### config.mk
export PLATFORM = sky130hd
export DESIGN_NAME = input_debouncer
export DESIGN_NICKNAME = d
export VERILOG_FILES = /design/src/rtl/input_debouncer_pkg.sv /design/src/rtl/sync_chain.sv /design/src/rtl/input_debouncer.sv
export SDC_FILE = /design/constraint.sdc
export NUM_CORES = 1
export LEC_CHECK = 0
export ABC_AREA = 0
export CAP_MARGIN = 40
export CORE_ASPECT_RATIO = 1.4
export CORE_MARGIN = 3
export CORE_UTILIZATION = 40
export CTS_CLUSTER_DIAMETER = 50
export CTS_CLUSTER_SIZE = 12
export DETAILED_ROUTE_END_ITERATION = 8
export PLACE_DENSITY_LB_ADDON = 0.15
export SETUP_SLACK_MARGIN = 0.02
export SKIP_CTS_REPAIR_TIMING = 1
export SYNTH_ARGS = -nofsm -noshare
export SYNTH_HDL_FRONTEND = slang
export SYNTH_SLANG_ARGS = --single-unit
### constraint.sdc
create_clock -name clk -period 1.95 [get_ports clk]
set_input_delay 0.39 -clock clk [delete_from_list [all_inputs] [get_ports clk]]
set_output_delay 0.39 -clock clk [all_outputs]
set_load 0.005 [all_outputs]
### src/rtl/input_debouncer_pkg.sv
// Shared types and default parameter values for the input debouncer and its
// synchronizer.
//   state_t          - debounce FSM state encoding
//   DEF_*            - default parameter values for input_debouncer
//   reset_state()    - FSM state that matches a given reset level
package input_debouncer_pkg;

    typedef enum logic [1:0] {
        ST_LOW       = 2'd0,
        ST_RISE_WAIT = 2'd1,
        ST_HIGH      = 2'd2,
        ST_FALL_WAIT = 2'd3
    } state_t;

    localparam int unsigned DEF_SYNC_STAGES     = 2;
    localparam int unsigned DEF_DEBOUNCE_CYCLES = 4;
    localparam logic        DEF_RESET_LEVEL     = 1'b0;
    localparam int unsigned DEF_GLITCH_W        = 8;

    // The FSM must start in the stable state that agrees with level_o.
    function automatic state_t reset_state(input logic lvl);
        return lvl ? ST_HIGH : ST_LOW;
    endfunction

endpackage

### src/rtl/sync_chain.sv
// Multi-flop synchronizer for a single asynchronous bit.
//   clk    - destination clock
//   reset  - asynchronous, active-high reset; all stages load RESET_VAL
//   d_i    - asynchronous input; sampled only by the first stage
//   q_o    - synchronized output (last stage)
module sync_chain import input_debouncer_pkg::*; #(
    parameter int unsigned STAGES    = DEF_SYNC_STAGES,
    parameter logic        RESET_VAL = DEF_RESET_LEVEL
) (
    input  logic clk,
    input  logic reset,
    input  logic d_i,
    output logic q_o
);

    // Bit 0 is the first (metastability-exposed) stage.
    logic [STAGES-1:0] stages_q;
    logic [STAGES-1:0] stages_d;

    always_comb begin
        stages_d = {stages_q[STAGES-2:0], d_i};
    end

    always_ff @(posedge clk or posedge reset) begin
        if (reset) begin
            stages_q <= {STAGES{RESET_VAL}};
        end else begin
            stages_q <= stages_d;
        end
    end

    assign q_o = stages_q[STAGES-1];

endmodule

### src/rtl/input_debouncer.sv
// Debounces a raw asynchronous input into a clean level with edge pulses.
//   clk           - clock for all state
//   reset         - asynchronous, active-high reset
//   raw_i         - raw bouncy input (switch or pin)
//   clr_glitch_i  - synchronous clear of glitch_cnt_o (wins over a glitch)
//   level_o       - debounced level
//   rise_o        - one-cycle pulse on an accepted 0->1 transition
//   fall_o        - one-cycle pulse on an accepted 1->0 transition
//   glitch_cnt_o  - saturating count of rejected transitions
module input_debouncer import input_debouncer_pkg::*; #(
    parameter int unsigned SYNC_STAGES     = DEF_SYNC_STAGES,
    parameter int unsigned DEBOUNCE_CYCLES = DEF_DEBOUNCE_CYCLES,
    parameter logic        RESET_LEVEL     = DEF_RESET_LEVEL,
    parameter int unsigned GLITCH_W        = DEF_GLITCH_W
) (
    input  logic                clk,
    input  logic                reset,
    input  logic                raw_i,
    input  logic                clr_glitch_i,
    output logic                level_o,
    output logic                rise_o,
    output logic                fall_o,
    output logic [GLITCH_W-1:0] glitch_cnt_o
);

    localparam int unsigned CNT_W = $clog2(DEBOUNCE_CYCLES + 1);
    localparam logic [CNT_W-1:0] CNT_ONE  = CNT_W'(1);
    // cnt holds the number of new-value samples already seen, so the sample
    // that arrives while cnt == DEBOUNCE_CYCLES-1 is the accepting one.
    localparam logic [CNT_W-1:0] CNT_LAST = CNT_W'(DEBOUNCE_CYCLES - 1);

    logic sync;

    state_t              state_q, state_d;
    logic [CNT_W-1:0]    cnt_q, cnt_d;
    logic                level_q, level_d;
    logic                rise_q, rise_d;
    logic                fall_q, fall_d;
    logic [GLITCH_W-1:0] glitch_q, glitch_d;

    logic glitch_ev;
    logic accept_rise;
    logic accept_fall;

    sync_chain #(
        .STAGES    (SYNC_STAGES),
        .RESET_VAL (RESET_LEVEL)
    ) u_sync_chain (
        .clk   (clk),
        .reset (reset),
        .d_i   (raw_i),
        .q_o   (sync)
    );

    // State register (FSM state, counter and registered outputs).
    always_ff @(posedge clk or posedge reset) begin
        if (reset) begin
            state_q  <= reset_state(RESET_LEVEL);
            cnt_q    <= '0;
            level_q  <= RESET_LEVEL;
            rise_q   <= 1'b0;
            fall_q   <= 1'b0;
            glitch_q <= '0;
        end else begin
            state_q  <= state_d;
            cnt_q    <= cnt_d;
            level_q  <= level_d;
            rise_q   <= rise_d;
            fall_q   <= fall_d;
            glitch_q <= glitch_d;
        end
    end

    // Next-state logic.
    always_comb begin
        state_d     = state_q;
        cnt_d       = cnt_q;
        glitch_ev   = 1'b0;
        accept_rise = 1'b0;
        accept_fall = 1'b0;
        case (state_q)
            ST_LOW: begin
                if (sync) begin
                    state_d = ST_RISE_WAIT;
                    cnt_d   = CNT_ONE;
                end
            end
            ST_RISE_WAIT: begin
                if (!sync) begin
                    state_d   = ST_LOW;
                    cnt_d     = '0;
                    glitch_ev = 1'b1;
                end else if (cnt_q == CNT_LAST) begin
                    state_d     = ST_HIGH;
                    cnt_d       = '0;
                    accept_rise = 1'b1;
                end else begin
                    cnt_d = cnt_q + CNT_ONE;
                end
            end
            ST_HIGH: begin
                if (!sync) begin
                    state_d = ST_FALL_WAIT;
                    cnt_d   = CNT_ONE;
                end
            end
            ST_FALL_WAIT: begin
                if (sync) begin
                    state_d   = ST_HIGH;
                    cnt_d     = '0;
                    glitch_ev = 1'b1;
                end else if (cnt_q == CNT_LAST) begin
                    state_d     = ST_LOW;
                    cnt_d       = '0;
                    accept_fall = 1'b1;
                end else begin
                    cnt_d = cnt_q + CNT_ONE;
                end
            end
            default: begin
                state_d = reset_state(RESET_LEVEL);
                cnt_d   = '0;
            end
        endcase
    end

    // Output logic: next values of the registered outputs.
    always_comb begin
        level_d = level_q;
        if (accept_rise) begin
            level_d = 1'b1;
        end else if (accept_fall) begin
            level_d = 1'b0;
        end
        rise_d = accept_rise;
        fall_d = accept_fall;

        glitch_d = glitch_q;
        if (clr_glitch_i) begin
            glitch_d = '0;
        end else if (glitch_ev && (glitch_q != {GLITCH_W{1'b1}})) begin
            glitch_d = glitch_q + GLITCH_W'(1);
        end
    end

    assign level_o      = level_q;
    assign rise_o       = rise_q;
    assign fall_o       = fall_q;
    assign glitch_cnt_o = glitch_q;

endmodule
==> results list <==
* Setup repair after global routing missed its margin: false
- Share of post-route cells with drive strength above 1: 0.1031
* Fraction of the cycle the final worst path needs: 0.8553
- Layout overhead on the synthesized area: 22.61%
- After detailed routing, the average wire length per cell comes to 12.75 um.
- At the end of the flow the core is filled with cells to 0.5301.
- Fin Clk Skew: 0.003957 ns
* Total length of routed wires: 1505 um
* Final GP Congestion: 0.7921
* Flip-flop cell with the highest count after synthesis: dfrtp_1
* Residual antenna-violating net count after detailed routing: 0
- Clock tree synthesis inserted a total of 3 buffers.
* DRC violation total after the first TritonRoute iteration: 17
- Top cell family by delay on the critical path: buffers and inverters
- Entering global routing, the biggest net connects 19 pins.
- The cell area that synthesis handed to floorplanning was 863.3 um2.
* Worst IR Drop VDD: 0.0005930 V
- Critical-path cell list: clkdlybuf4s50_1
- Clock latency on the worst-skew pair, taken at its later pin, is 0.29 ns.
- The region available for standard cell placement spans 0.001997 mm2.
* YS warnings: 0
* Synthesized instance count: 80
- Antenna cells: 0
- Setup crit start kind: flop
- Buffer type at the clock tree root: clkbuf_4
- Critical Path RT: 1.56 ns
- The count of buffers added on input and output ports is 14.
* Final routed DRC violation total: 0
* Total number of clock tree sinks: 18
- Share of the synthesized area in the top cell type: 0.5217
* Buffer levels on the longest clock path: 2
- In this run the mean area of a mapped cell was 10.79 um2.
* Number of cell rows: 19
* Number of inserted filler cells in the final layout: 192
- Main area contributors after synthesis: dfrtp_1 (52%), nand2_1 (4.8%), nor2_1 (3.5%)
* Worst Max-Slew Pin Slew: 0.3509 ns
- On the worst path, the slowest cell contributes a delay of 0.54 ns.
- Worst slew slack as a fraction of its limit: 0.7655
- The number of antenna violations at the first check in global routing is 0.
- Final net count: 105
* Outcome: completed
- Via-per-instance ratio: 5.381
- Pleak: 0.0004686 uW
- TritonCTS built the clock tree.
- The number of different library cells used by synthesis comes to 32.
- Once detailed placement completed, the half-perimeter wirelength came to 1172 um.
- Commonest non-fill, non-tap cells in the layout: dfrtp_1 (18), clkdlybuf4s50_1 (14), nand2_1 (11)
- On the critical path, the stage with the largest delay is an instance of clkdlybuf4s50_1.
- Global routing finished with a remaining overflow of 0.
- After clock tree synthesis, the clock-pin slew on the worst setup and hold paths is 0.09 ns.
- In this run, synthesis produced a sequential element count of 18.
- Sequential fraction of the synthesis area: 0.5217
- Across the run, the number of max-cap violations was 0.
- The worst path needs 1.668 ns of the cycle, external delays included.
- STA puts the critical path data arrival time at 1.28 ns.
- The number of buffers and inverters on the critical path is 1.
- By startpoint and endpoint, the worst setup path is classified as reg -> out.
- The worst hold path belongs to the class reg -> reg.
* Max H-tree Level: 1
- Most common library cell in the layout ignoring fill and taps: dfrtp_1
- Power spread over the standard cell area amounts to 960.2 mW/mm2.
- In this run the horizontal extent of the chip is 45.27 um.
- The first global-routing pass estimated 2387 um of wire.
- Timing would allow up to 599.5 MHz.
* Vertical die dimension: 60.97 um
* Endpoints failing setup: 0
- Final hold violation count: 0
- Share of synthesized flip-flops with an asynchronous set or reset: 1.000
* Number of global-route vias before repair: 558
- Max Slew Vio Count: 0
- Routed vias: 635
* Starting utilization of the core area: 0.4323
- The biggest area contributor in the post-synthesis netlist is dfrtp_1.
* Total Routing Usage GR: 0.1222
* Crit path max fanout: 7
- Counting flops with a built-in enable in the synthesized netlist gives 0.
- # IOs: 15
* Critical Path Sink Type: output pin
- Synthesized Nets: 86
* Total Negative Setup Slacks: 0 ns
- For this run, the detailed router's first-pass iteration total came to 3.
- Area of the die: 0.002760 mm2
[power by group]
group	total (uW)	internal [uW]	switching [uW]
Combinational	313	166	146
Clock	174	71.8	102
Sequential	530	440	90.0
[worst reg2reg max path: stages, from the launching register on]
cell and delay (ns):
dfrtp_1 0.47, xnor2_2 0.31, o311ai_4 0.20, or3_1 0.37
a21oi_1 0.14
[sequential cells by signal (all words and copies together) (netlist names), named ones only]
name / flops
cnt_q: 3
fall_o: 1
glitch_cnt_o: 8
level_o: 1
rise_o: 1
state_q: 1
u_sync_chain.stages_q: 2
[cell type report]
type | instances | area (um2) | share of cell area
flip-flops and latches | 18 | 450.4 | 0.4255
inverters | 4 | 15.01 | 0.01418
repair buffers | 16 | 155.1 | 0.1466
multi-input cells | 56 | 389.1 | 0.3676
well taps | 21 | 26.28 | 0.02482
clock buffers | 3 | 22.52 | 0.02128
[through the flow]
| step | hold slack (ns) | std cells | area (um2) | setup slack (ns) | power [uW] |
|---|---|---|---|---|---|
| 3_5_place_dp | 0.3380 | 115 | 1036 | 0.3927 | 859.0 |
| 3_3_place_gp | 0.3457 | 115 | 1036 | 0.4261 | 847.8 |
| 4_1_cts | 0.3688 | 118 | 1059 | 0.2695 | 1035 |
| 2_1_floorplan | 0.3286 | 80 | 863.3 | 0.5148 | 747.4 |
| 5_1_grt | 0.3844 | 118 | 1059 | 0.2296 | 1085 |
| 6_report | 0.3658 | 118 | 1059 | 0.2821 | 1016 |
[Yosys cell counts (2+ instances only)]
library cell and number:
a21oi_1 2, o21a_1 2, xnor2_1 2, and3_1 2, or3_1 2, o21ai_0 3, ha_1 2, nor3b_1 2
nor2_1 8, dfrtp_1 18, nand2_1 11, nand3_1 3, inv_1 4
[metal layers]
| metal | track usage | up-vias | share of wire |
|---|---|---|---|
| li1 | - | 314 | - |
| met3 | 0.01780 | 7 | 0.040 |
| met4 | 0.08787 | 0 | 0.035 |
| met2 | 0.2004 | 14 | 0.50 |
| met5 | 0 | - | 0 |
| met1 | 0.1426 | 300 | 0.43 |
[final timing paths]
kind	startpoint	end	slack [ns]	cells after the start
hold reg to reg	u_sync_chain.stages_q[0]	u_sync_chain.stages_q[1]	0.37	0
setup reg to reg	flop	glitch_cnt_o[3]	0.39	4
min in group asynchronous	reset	glitch_cnt_o[5]	0.41	3
hold / removal	u_sync_chain.stages_q[0]	u_sync_chain.stages_q[1]	0.37	0
max in group asynchronous	reset	cnt_q[1]	1.35	3
setup / recovery	glitch_cnt_o[5]	glitch_cnt_o[5]	0.28	1
[kinds of logic (layout without fill, tap and decap cells)]
kind of cell    count (synthesis)  after routing  synth area share
simple gates                   32             32            0.1783
flops                          18             18            0.5217
compound gates                 16             16            0.1638
buf+inv                         6             23           0.02752
xor+xnor                        5              5           0.06813
fa+ha+maj                       2              2           0.02898
mux                             1              1           0.01159
Note: power is estimated with default switching activity, not from simulation.
